$ cat src/rtl/fp32_pkg.sv
// Shared definitions for the binary32 add/subtract datapath back-end.
package fp32_pkg;

  localparam int EXP_BIAS = 127;
  localparam int EXP_INF  = 255;

  localparam int SIGN_W = 1;
  localparam int EXPF_W = 8;
  localparam int FRAC_W = 23;

  // Internal signed exponent width; holds biased exponents -26..256.
  localparam int EXP_W  = 10;
  // Mantissa: [27] carry, [26] hidden, [25:3] fraction, [2:0] guard/round/sticky.
  localparam int MANT_W = 28;

  localparam logic signed [EXP_W-1:0] EXP_ONE   = EXP_W'(1);
  localparam logic signed [EXP_W-1:0] EXP_ZERO  = '0;
  localparam logic signed [EXP_W-1:0] EXP_INF_S = EXP_W'(EXP_INF);

  typedef enum logic [1:0] {
    IDLE  = 2'd0,
    NORM  = 2'd1,
    ROUND = 2'd2,
    DONE  = 2'd3
  } state_t;

endpackage

$ cat src/rtl/fp_round_rne.sv
// Combinational round-to-nearest-even on a normalized 28-bit mantissa.
// Bits [2:0] are guard/round/sticky; a rounding carry out of the 24-bit
// significand renormalizes it by one right shift and bumps the exponent.
module fp_round_rne
  import fp32_pkg::*;
(
  input  logic        [MANT_W-1:0] i_mant,
  input  logic signed [EXP_W-1:0]  i_exp,
  output logic        [23:0]       o_sig,
  output logic signed [EXP_W-1:0]  o_exp,
  output logic                     o_carry
);

  logic        w_inc;
  logic [24:0] w_sum;

  // Round up when guard is set and any of round, sticky or the LSB is set.
  assign w_inc = i_mant[2] & (i_mant[1] | i_mant[0] | i_mant[3]);

  // Bit 27 sits in the carry position of the sum, so a stray carry bit
  // behaves like a rounding carry rather than being silently dropped.
  assign w_sum   = {i_mant[27], i_mant[26:3]} + {24'd0, w_inc};
  assign o_carry = w_sum[24];
  assign o_sig   = o_carry ? w_sum[24:1] : w_sum[23:0];
  assign o_exp   = o_carry ? (i_exp + EXP_ONE) : i_exp;

endmodule

$ cat src/rtl/fp32_normalize_pack.sv
// Normalize/round/pack back-end: takes an unpacked sum and emits a packed
// binary32 with an overflow/underflow exception flag. One job in flight.
// Handshake: a transfer happens on a rising edge where valid & ready are
// both 1; a producer holds valid and its data until that edge, and the
// result side holds out_valid, res and exception stable until accepted.
module fp32_normalize_pack
  import fp32_pkg::*;
(
  input  logic                     clk,
  input  logic                     reset,
  input  logic                     in_valid,
  output logic                     in_ready,
  input  logic                     in_sign,
  input  logic signed [EXP_W-1:0]  in_exp,
  input  logic        [MANT_W-1:0] in_mant,
  output logic                     out_valid,
  input  logic                     out_ready,
  output logic        [31:0]       res,
  output logic                     exception,
  output state_t                   dbg_state
);

  state_t                  r_state;
  state_t                  w_next;
  logic                    r_sign;
  logic signed [EXP_W-1:0] r_exp;
  logic [MANT_W-1:0]       r_mant;
  logic [31:0]             r_res;
  logic                    r_exc;

  logic [23:0]             w_rnd_sig;
  logic signed [EXP_W-1:0] w_rnd_exp;
  logic                    w_rnd_carry;
  logic                    w_mant_zero;

  assign w_mant_zero = (r_mant == '0);

  fp_round_rne u_round (
    .i_mant  (r_mant),
    .i_exp   (r_exp),
    .o_sig   (w_rnd_sig),
    .o_exp   (w_rnd_exp),
    .o_carry (w_rnd_carry)
  );

  // State register; reset aborts any job in flight.
  always_ff @(posedge clk) begin
    if (reset) r_state <= IDLE;
    else       r_state <= w_next;
  end

  // Next-state: NORM exits on zero (straight to DONE) or once the carry or
  // hidden bit is set; otherwise it keeps shifting left.
  always_comb begin
    w_next = r_state;
    case (r_state)
      IDLE:    if (in_valid) w_next = NORM;
      NORM: begin
        if (w_mant_zero)                  w_next = DONE;
        else if (r_mant[27] | r_mant[26]) w_next = ROUND;
        else                              w_next = NORM;
      end
      ROUND:   w_next = DONE;
      DONE:    if (out_ready) w_next = IDLE;
      default: w_next = IDLE;
    endcase
  end

  // Datapath: capture, one shift per NORM cycle, then round and pack.
  always_ff @(posedge clk) begin
    if (reset) begin
      r_sign <= 1'b0;
      r_exp  <= '0;
      r_mant <= '0;
      r_res  <= '0;
      r_exc  <= 1'b0;
    end else begin
      case (r_state)
        IDLE: begin
          if (in_valid) begin
            r_sign <= in_sign;
            r_exp  <= in_exp;
            r_mant <= in_mant;
          end
        end
        NORM: begin
          if (w_mant_zero) begin
            r_res <= {r_sign, 31'b0};
            r_exc <= 1'b0;
          end else if (r_mant[27]) begin
            // Bits shifted out of the sticky position are ORed back in.
            r_mant <= {1'b0, r_mant[27:2], r_mant[1] | r_mant[0]};
            r_exp  <= r_exp + EXP_ONE;
          end else if (!r_mant[26]) begin
            // Sticky stays in place so a left shift never clears it.
            r_mant <= {r_mant[26:0], 1'b0} | {{(MANT_W-1){1'b0}}, r_mant[0]};
            r_exp  <= r_exp - EXP_ONE;
          end
        end
        ROUND: begin
          if (w_rnd_exp >= EXP_INF_S) begin
            r_res <= {r_sign, 8'hFF, 23'b0};
            r_exc <= 1'b1;
          end else if ((w_rnd_exp <= EXP_ZERO) || !w_rnd_sig[23]) begin
            // Denormal range is flushed to signed zero.
            r_res <= {r_sign, 31'b0};
            r_exc <= 1'b1;
          end else begin
            r_res <= {r_sign, w_rnd_exp[EXPF_W-1:0], w_rnd_sig[FRAC_W-1:0]};
            r_exc <= 1'b0;
          end
          if (w_rnd_carry) begin
            r_mant <= {1'b0, w_rnd_sig, 3'b000};
            r_exp  <= w_rnd_exp;
          end
        end
        default: ;
      endcase
    end
  end

  assign in_ready  = (r_state == IDLE);
  assign out_valid = (r_state == DONE);
  assign res       = r_res;
  assign exception = r_exc;
  assign dbg_state = r_state;

endmodule

$ cat config.mk
export PLATFORM = sky130hd
export DESIGN_NAME = fp32_normalize_pack
export DESIGN_NICKNAME = d
export VERILOG_FILES = /design/src/rtl/fp32_pkg.sv /design/src/rtl/fp_round_rne.sv /design/src/rtl/fp32_normalize_pack.sv
export SDC_FILE = /design/constraint.sdc
export NUM_CORES = 1
export LEC_CHECK = 0
export ABC_AREA = 1
export CAP_MARGIN = 20
export CORE_ASPECT_RATIO = 0.8
export CORE_MARGIN = 2
export CORE_UTILIZATION = 30
export CTS_BUF_LIST = sky130_fd_sc_hd__clkbuf_16
export CTS_CLUSTER_DIAMETER = 40
export DETAILED_ROUTE_END_ITERATION = 10
export GPL_TIMING_DRIVEN = 0
export HOLD_SLACK_MARGIN = 0.1
export SLEW_MARGIN = 20
export SYNTH_ARGS = -nofsm -noshare
export SYNTH_HDL_FRONTEND = slang
export SYNTH_SLANG_ARGS = --single-unit
$ cat constraint.sdc
create_clock -name clk -period 6.9 [get_ports clk]
set_input_delay 1.38 -clock clk [delete_from_list [all_inputs] [get_ports clk]]
set_output_delay 1.38 -clock clk [all_outputs]
set_load 0.02 [all_outputs]
==> results.cfg, run 1 <==
[sta]
final.period_utilization_pct = 50.9
hold_viol_final = 0
worst_slew_pin_slew_ns = 0.746
timing.setup.tns_ns = 0
finalWorstPathRequiredPeriod_ns = 3.51
max_freq_mhz = 285
rsz0062_at_grt = false
drv_slew = 0
post-route-worst-setup-slack_ns = 3.39
max_slew_margin_pct = 50.3
finClkSkew_ns = 0.00882
timing.final.setup_violations = 0

[routing]
top_layer_used = met4
drt_wl_total_um = 20200
met3_length_um = 1960
ant_nets = 0
initial_drt_markers = 639
route.detailed.wl_per_inst_um = 17.5
first_pass_drt_iterations = 6
met1Wirelength_um = 9750
detail_route.vias_per_cell = 5.28
drc = 0
detailroute.wirelength.met2_um = 8260
route.vias.total = 6081

[die]
fp-row-count = 43
ioPinCount = 80
die-area_mm2 = 0.0189
floorplan.initialDensity_pct = 30.8
die_w_um = 153
design.core.area_mm2 = 0.0174
fp.dieH_um = 123

[power]
cellInternalPower_mw = 0.890
maximum_vdd_ir_drop_uv = 107
power.share.sequential_pct = 34.2
switchingPower_mw = 0.627
pwr-share-comb_pct = 36.2
power.static_leakage_nw = 2.49
power_switching_share_pct = 41.3
pwr_density_cell_mw_per_mm2 = 227
clock_power_share_pct = 29.6

[synth]
synth_top_area_share_pct = 27.7
synth_nets = 881
synthesis.area_mm2 = 0.00535
post_synthesis_cell_count = 831
synth-async-reset-ratio_pct = 0
ys_seq_elements = 74
yosys.area.top_type = sky130_fd_sc_hd__dfxtp_1
ys.flop_type = sky130_fd_sc_hd__dfxtp_1
netlist-cell-type-count = 45
yosys_warnings = 0
cells_taking_the_most_area_after_synthesis = sky130_fd_sc_hd__dfxtp_1, sky130_fd_sc_hd__nand2_1, sky130_fd_sc_hd__o21ai_0, sky130_fd_sc_hd__a21oi_1, sky130_fd_sc_hd__xor2_1
syn-mean-instance-area_um2 = 6.44
synth_sequential_area_ratio_pct = 27.7
number_of_enable_flip_flop_cells_after_synthesis = 0

[clock_tree]
cts_htree_levels = 3
cts.sinks = 74
ctsRootBufferMaster = sky130_fd_sc_hd__clkbuf_16
cts_hold_buf = 0
clkLatencyLatePin_ns = 0.35
post_cts_resized = 0
clkSlewWorstSetupHoldPaths_ns = 0.07
clock_tree_from_tritoncts = yes
tritoncts.num_buffers = 9
post_cts_buffers = 0
clock_tree.buffer_depth = 2

[global_routing]
grt.total_usage_pct = 21.3
initial_antenna_violation_count = 0
first_global_vias = 5389
grt_first_pass_wirelength_um = 31300
grt.overflow.total = 0
grt_max_degree = 14

[critical_path]
timing.critical_path.arrival_ns = 3.80
critPathLaunchType = flop
critical_path.max_fanout = 10
critical_path_type = flop to flop
critical_path.endpoint_type = flop
data_required_time_of_the_critical_path_ns = 7.18

[final_layout]
num_antenna_cells = 0
final_layout_size_suffix_gt1_share_pct = 10.3
final_nets = 971
fill_cells = 1918
layout-area-overhead-vs-synth_pct = 25.1
fin_util_pct = 38.5
top_library_cells_by_usage_in_the_layout_fill_and_taps_aside = sky130_fd_sc_hd__nand2_1, sky130_fd_sc_hd__o21ai_0, sky130_fd_sc_hd__a21oi_1
layout.cells.most_common = sky130_fd_sc_hd__nand2_1

[job]
max_cap_violations = 0

[worst_hold_path]
min_path_type = flop to flop

[placed_design]
port_buffers = 79
finalWeightedCongestion = 0.985
hpwl_after_detailed_placement_um = 15500
minimum_setup_slack_after_placement_ns = 3.42

[status]
outcome = finished clean
-- final cells by class --
type / instances / area (um^2) / area share, %
Sequential cell: 74 / 1480 / 22.1
Timing Repair Buffer: 79 / 791 / 11.8
Clock inverter: 7 / 46.3 / 0.691
Buffer: 45 / 223 / 3.33
Multi-Input combinational cell: 642 / 3380 / 50.6
Inverter: 70 / 263 / 3.92
Clock buffer: 9 / 225 / 3.36
Tap cell: 225 / 282 / 4.20
-- stage by stage --
step	cell area, um^2	instances	power (mW)	hold WS (ns)
2_1_floorplan	5350	831	0.881	0.439
3_3_place_gp	6420	1135	1.06	0.451
3_5_place_dp	6420	1135	1.06	0.459
4_1_cts	6700	1151	1.51	0.468
5_1_grt	6700	1151	1.60	0.493
6_report	6700	1151	1.52	0.466
-- sequential cells by signal, summed over array words and instances, names as in the netlist, named ones only --
signal     flops
dbg_state      1
r_sign         1
r_mant        28
r_exp         10
res           32
exception      1
-- worst max-delay path: stages (launching register included) --
cell                       delay (ns)
sky130_fd_sc_hd__dfxtp_1         0.37
sky130_fd_sc_hd__inv_1           0.17
sky130_fd_sc_hd__ha_1            0.18
sky130_fd_sc_hd__clkbuf_1        0.43
sky130_fd_sc_hd__clkinv_1        0.46
sky130_fd_sc_hd__nor2_2          0.48
sky130_fd_sc_hd__inv_2           0.08
sky130_fd_sc_hd__nand2_1         0.08
sky130_fd_sc_hd__nor2_1          0.10
sky130_fd_sc_hd__o21ai_2         0.20
sky130_fd_sc_hd__clkbuf_1        0.62
sky130_fd_sc_hd__a21oi_1         0.12
sky130_fd_sc_hd__a21oi_1         0.15
-- cells by family (layout without fill, tap and decap cells) --
kind of cell               count (synthesis)  in the layout  synth area share, %
buffers and inverters                    115            210                 9.07
AOI/OAI and AO/OA                        243            243                 26.4
and+or+nand+nor                          362            362                 30.3
adders and majority gates                  7              7                 1.64
DFF                                       74             74                 27.7
xor gates and xnor gates                  30             30                 4.91
-- metal layers --
| metal | track usage [%] | vias to the layer above |
|---|---|---|
| met5 | 0 | - |
| met3 | 4.59 | 23 |
| met1 | 32.2 | 2806 |
| li1 | - | 2974 |
| met4 | 4.05 | 0 |
| met2 | 30.8 | 278 |
-- synthesized netlist by cell type (2+ instances only) --
cell and number:
sky130_fd_sc_hd__o221ai_1 3, sky130_fd_sc_hd__ha_1 7, sky130_fd_sc_hd__dfxtp_1 74, sky130_fd_sc_hd__o211ai_1 3, sky130_fd_sc_hd__and2_1 4, sky130_fd_sc_hd__or2_2 3
sky130_fd_sc_hd__a211oi_1 2, sky130_fd_sc_hd__o32ai_1 4, sky130_fd_sc_hd__nand3b_1 5, sky130_fd_sc_hd__inv_1 62, sky130_fd_sc_hd__inv_2 4, sky130_fd_sc_hd__o22a_1 2
sky130_fd_sc_hd__o22ai_1 17, sky130_fd_sc_hd__nand3_1 33, sky130_fd_sc_hd__nor4_1 6, sky130_fd_sc_hd__nor3_1 16, sky130_fd_sc_hd__o21ai_2 2, sky130_fd_sc_hd__o21ai_0 95
sky130_fd_sc_hd__clkbuf_1 28, sky130_fd_sc_hd__buf_8 2, sky130_fd_sc_hd__nand4_1 10, sky130_fd_sc_hd__buf_2 10, sky130_fd_sc_hd__a21oi_1 80, sky130_fd_sc_hd__nand2_2 23
sky130_fd_sc_hd__nand2_4 3, sky130_fd_sc_hd__buf_6 2, sky130_fd_sc_hd__clkinv_1 4, sky130_fd_sc_hd__a22oi_1 8, sky130_fd_sc_hd__nand2_1 191, sky130_fd_sc_hd__xor2_1 29
sky130_fd_sc_hd__nor2_2 5, sky130_fd_sc_hd__a31oi_1 2, sky130_fd_sc_hd__buf_1 2, sky130_fd_sc_hd__a21oi_2 20, sky130_fd_sc_hd__nor2_1 60
-- power by group through the flow --
stage / combinational (mW) / clock, mW / sequential, mW
3_5_place_dp: 0.535 / 0 / 0.526
5_1_grt: 0.603 / 0.473 / 0.524
6_report: 0.550 / 0.449 / 0.518
4_1_cts: 0.537 / 0.453 / 0.516
2_1_floorplan: 0.367 / 0 / 0.514
3_3_place_gp: 0.534 / 0 / 0.526
-- path summary, 6_finish.rpt --
| path | from | end | slack, ns | cells past startpoint |
|---|---|---|---|---|
| worst min-delay path | res[24] | res[24] | 0.47 | 2 |
| worst max-delay path | dbg_state[0] | r_mant[6] | 3.39 | 12 |
| worst min register to register | res[24] | res[24] | 0.47 | 2 |
| worst max register to register | dbg_state[0] | r_mant[6] | 3.39 | 12 |
Note: power is estimated with default switching activity, not from simulation.
==> run 2: changes to the inputs <==
Clock period 6.9 ns to 3.35 ns, I/O delays scaled along.
==> run 2 against run 1 <==
Against the previous run: critical path depth up 5; sequential share of layout area is 0.058 points lower; via count fell by 0.72%; maximum frequency rose by 13%; final cell count is essentially flat; hold slack got worse by 0.0011 ns; utilization grew 0.10 points; combinational power increased by 110%; clock power grew 110%; total power rose by 110%.
==> results.cfg, run 2 (same netlist as run 1, synthesis figures left out) <==
[clock_tree]
clock_tree_from_tritoncts = yes
clkLatencyLatePin_ns = 0.35
tritoncts.num_buffers = 9
ctsRootBufferMaster = sky130_fd_sc_hd__clkbuf_16
clkSlewWorstSetupHoldPaths_ns = 0.07
cts.sinks = 74
clock_tree.buffer_depth = 2
cts_hold_buf = 0
cts_htree_levels = 3

[global_routing]
grt.overflow.total = 0
grt_first_pass_wirelength_um = 31300
initial_antenna_violation_count = 0
grt.total_usage_pct = 21.3
grt_max_degree = 14
first_global_vias = 5389

[power]
power.static_leakage_nw = 2.49
pwr_density_cell_mw_per_mm2 = 466
maximum_vdd_ir_drop_uv = 222

[sta]
max_slew_margin_pct = 48.4
timing.final.setup_violations = 0
hold_viol_final = 0
finClkSkew_ns = 0.00927
worst_slew_pin_slew_ns = 0.774
max_freq_mhz = 322
drv_slew = 0
rsz0062_at_grt = false
timing.setup.tns_ns = 0
finalWorstPathRequiredPeriod_ns = 3.11
final.period_utilization_pct = 92.8

[critical_path]
path_common_cell = sky130_fd_sc_hd__nand2_1
critical_path_type = flop to flop
timing.critical_path.arrival_ns = 3.35
critical_path.slowest_cell = sky130_fd_sc_hd__dfxtp_1
path_cells = nand2_1 -> inv_1 -> ha_1 -> nand3_1 -> nor2_4 -> nand2_1 -> nand2_4 -> nand2_4 -> inv_2 -> nor2_4 -> inv_2 -> nand2_1 -> nor2_1 -> o21ai_2 -> clkbuf_2 -> a21oi_1 -> a21oi_1
critPathLaunchType = flop
cp_num_buf_inv = 4
critical-path-top-delay-family = simple AND/OR/NAND/NOR gates
data_required_time_of_the_critical_path_ns = 3.59
max_stage_delay_ns = 0.34
critical_path.max_fanout = 10
critical_path.endpoint_type = flop

[routing]
detail_route.vias_per_cell = 5.25
drc = 0
initial_drt_markers = 671
drt_wl_total_um = 20200
route.vias.total = 6037
first_pass_drt_iterations = 6
route.detailed.wl_per_inst_um = 17.6
ant_nets = 0

[final_layout]
final_nets = 970
final_layout_size_suffix_gt1_share_pct = 10.6
final_non_filler_cells = 1150
largest_register_ffs = 32
layout.cells.most_common = sky130_fd_sc_hd__nand2_1
layout-area-overhead-vs-synth_pct = 25.4
top_library_cells_by_usage_in_the_layout_fill_and_taps_aside = sky130_fd_sc_hd__nand2_1, sky130_fd_sc_hd__o21ai_0, sky130_fd_sc_hd__a21oi_1
num_antenna_cells = 0
fill_cells = 1913

[worst_hold_path]
min_path_type = flop to flop

[die]
fp.dieH_um = 123
die_w_um = 153
design.core.area_mm2 = 0.0174
die-area_mm2 = 0.0189
fp-row-count = 43
ioPinCount = 80
floorplan.initialDensity_pct = 30.8

[placed_design]
hpwl_after_detailed_placement_um = 15500
placed_cells_incl_taps = 1135
finalWeightedCongestion = 0.985
port_buffers = 79

[status]
outcome = finished clean

[job]
max_cap_violations = 0
-- run 2: cell types whose count changed in the layout (fill, tap and decap cells not counted) --
cell	previous run	this run
sky130_fd_sc_hd__clkbuf_1	28	25
sky130_fd_sc_hd__nor2_2	5	2
sky130_fd_sc_hd__nor2_4	1	4
sky130_fd_sc_hd__o21ai_0	95	92
sky130_fd_sc_hd__o21ai_1	0	3
sky130_fd_sc_hd__clkbuf_2	0	2
sky130_fd_sc_hd__clkinv_1	4	3
sky130_fd_sc_hd__clkinvlp_4	2	3
-- run 2: path summary, 6_finish.rpt --
check	startpoint	to	slack (ns)	cells after the start
max	r_mant[3]	r_mant[6]	0.24	17
min reg2reg	res[27]	res[27]	0.46	2
min	res[27]	res[27]	0.46	2
max reg2reg	r_mant[3]	r_mant[6]	0.24	17
-- run 2: area by class of cell --
type / count / area [um^2] / share of cell area (%)
Buffer: 44 / 221 / 3.30
Clock buffer: 9 / 225 / 3.36
Clock inverter: 7 / 46.3 / 0.690
Inverter: 70 / 267 / 3.97
Multi-Input combinational cell: 642 / 3400 / 50.6
Sequential cell: 74 / 1480 / 22.1
Tap cell: 225 / 282 / 4.19
Timing Repair Buffer: 79 / 791 / 11.8
-- run 2: what timing repair did --
item	4_1_cts	5_1_grt
resized for setup	2	7
setup endpoints to repair	17	62
gates cloned	0	0
setup buffers	0	0
-- run 2: routing by layer --
metal,vias to the layer above,track usage [%],routed length (um)
met2,281,30.8,8310
met3,20,4.59,1910
met4,0,4.05,222
met5,-,0,0
met1,2764,32.2,9770
li1,2972,-,-
-- run 2: worst reg2reg max path, delay by kind of cell, from the launching register on --
family / cells / cell delay [ns]
AND/OR/NAND/NOR: 9 / 1.37
buffers and inverters: 4 / 0.57
AO/OA/AOI/OAI: 3 / 0.53
flip-flops: 1 / 0.34
adder cells (fa/ha/maj): 1 / 0.18
-- run 2: metrics by stage --
stage          power [mW]  hold slack [ns]  cell area [um^2]  setup WS [ns]  utilization, %
2_1_floorplan        1.81            0.439              5350          0.939               -
3_3_place_gp         2.18            0.451              6420         0.0411            37.0
3_5_place_dp         2.18            0.459              6420        0.00163            37.0
4_1_cts              3.10            0.468              6700         0.0255            38.5
5_1_grt              3.30            0.493              6710         0.0163            38.6
6_report             3.13            0.464              6710          0.241            38.6
-- run 2: where the power goes --
part           leakage (nW)  switching (mW)  total (mW)  internal (mW)
registers             0.606           0.106        1.07          0.962
logic                  1.75           0.761        1.13          0.373
clock network         0.133           0.427       0.927          0.500
total                  2.49            1.29        3.13           1.84
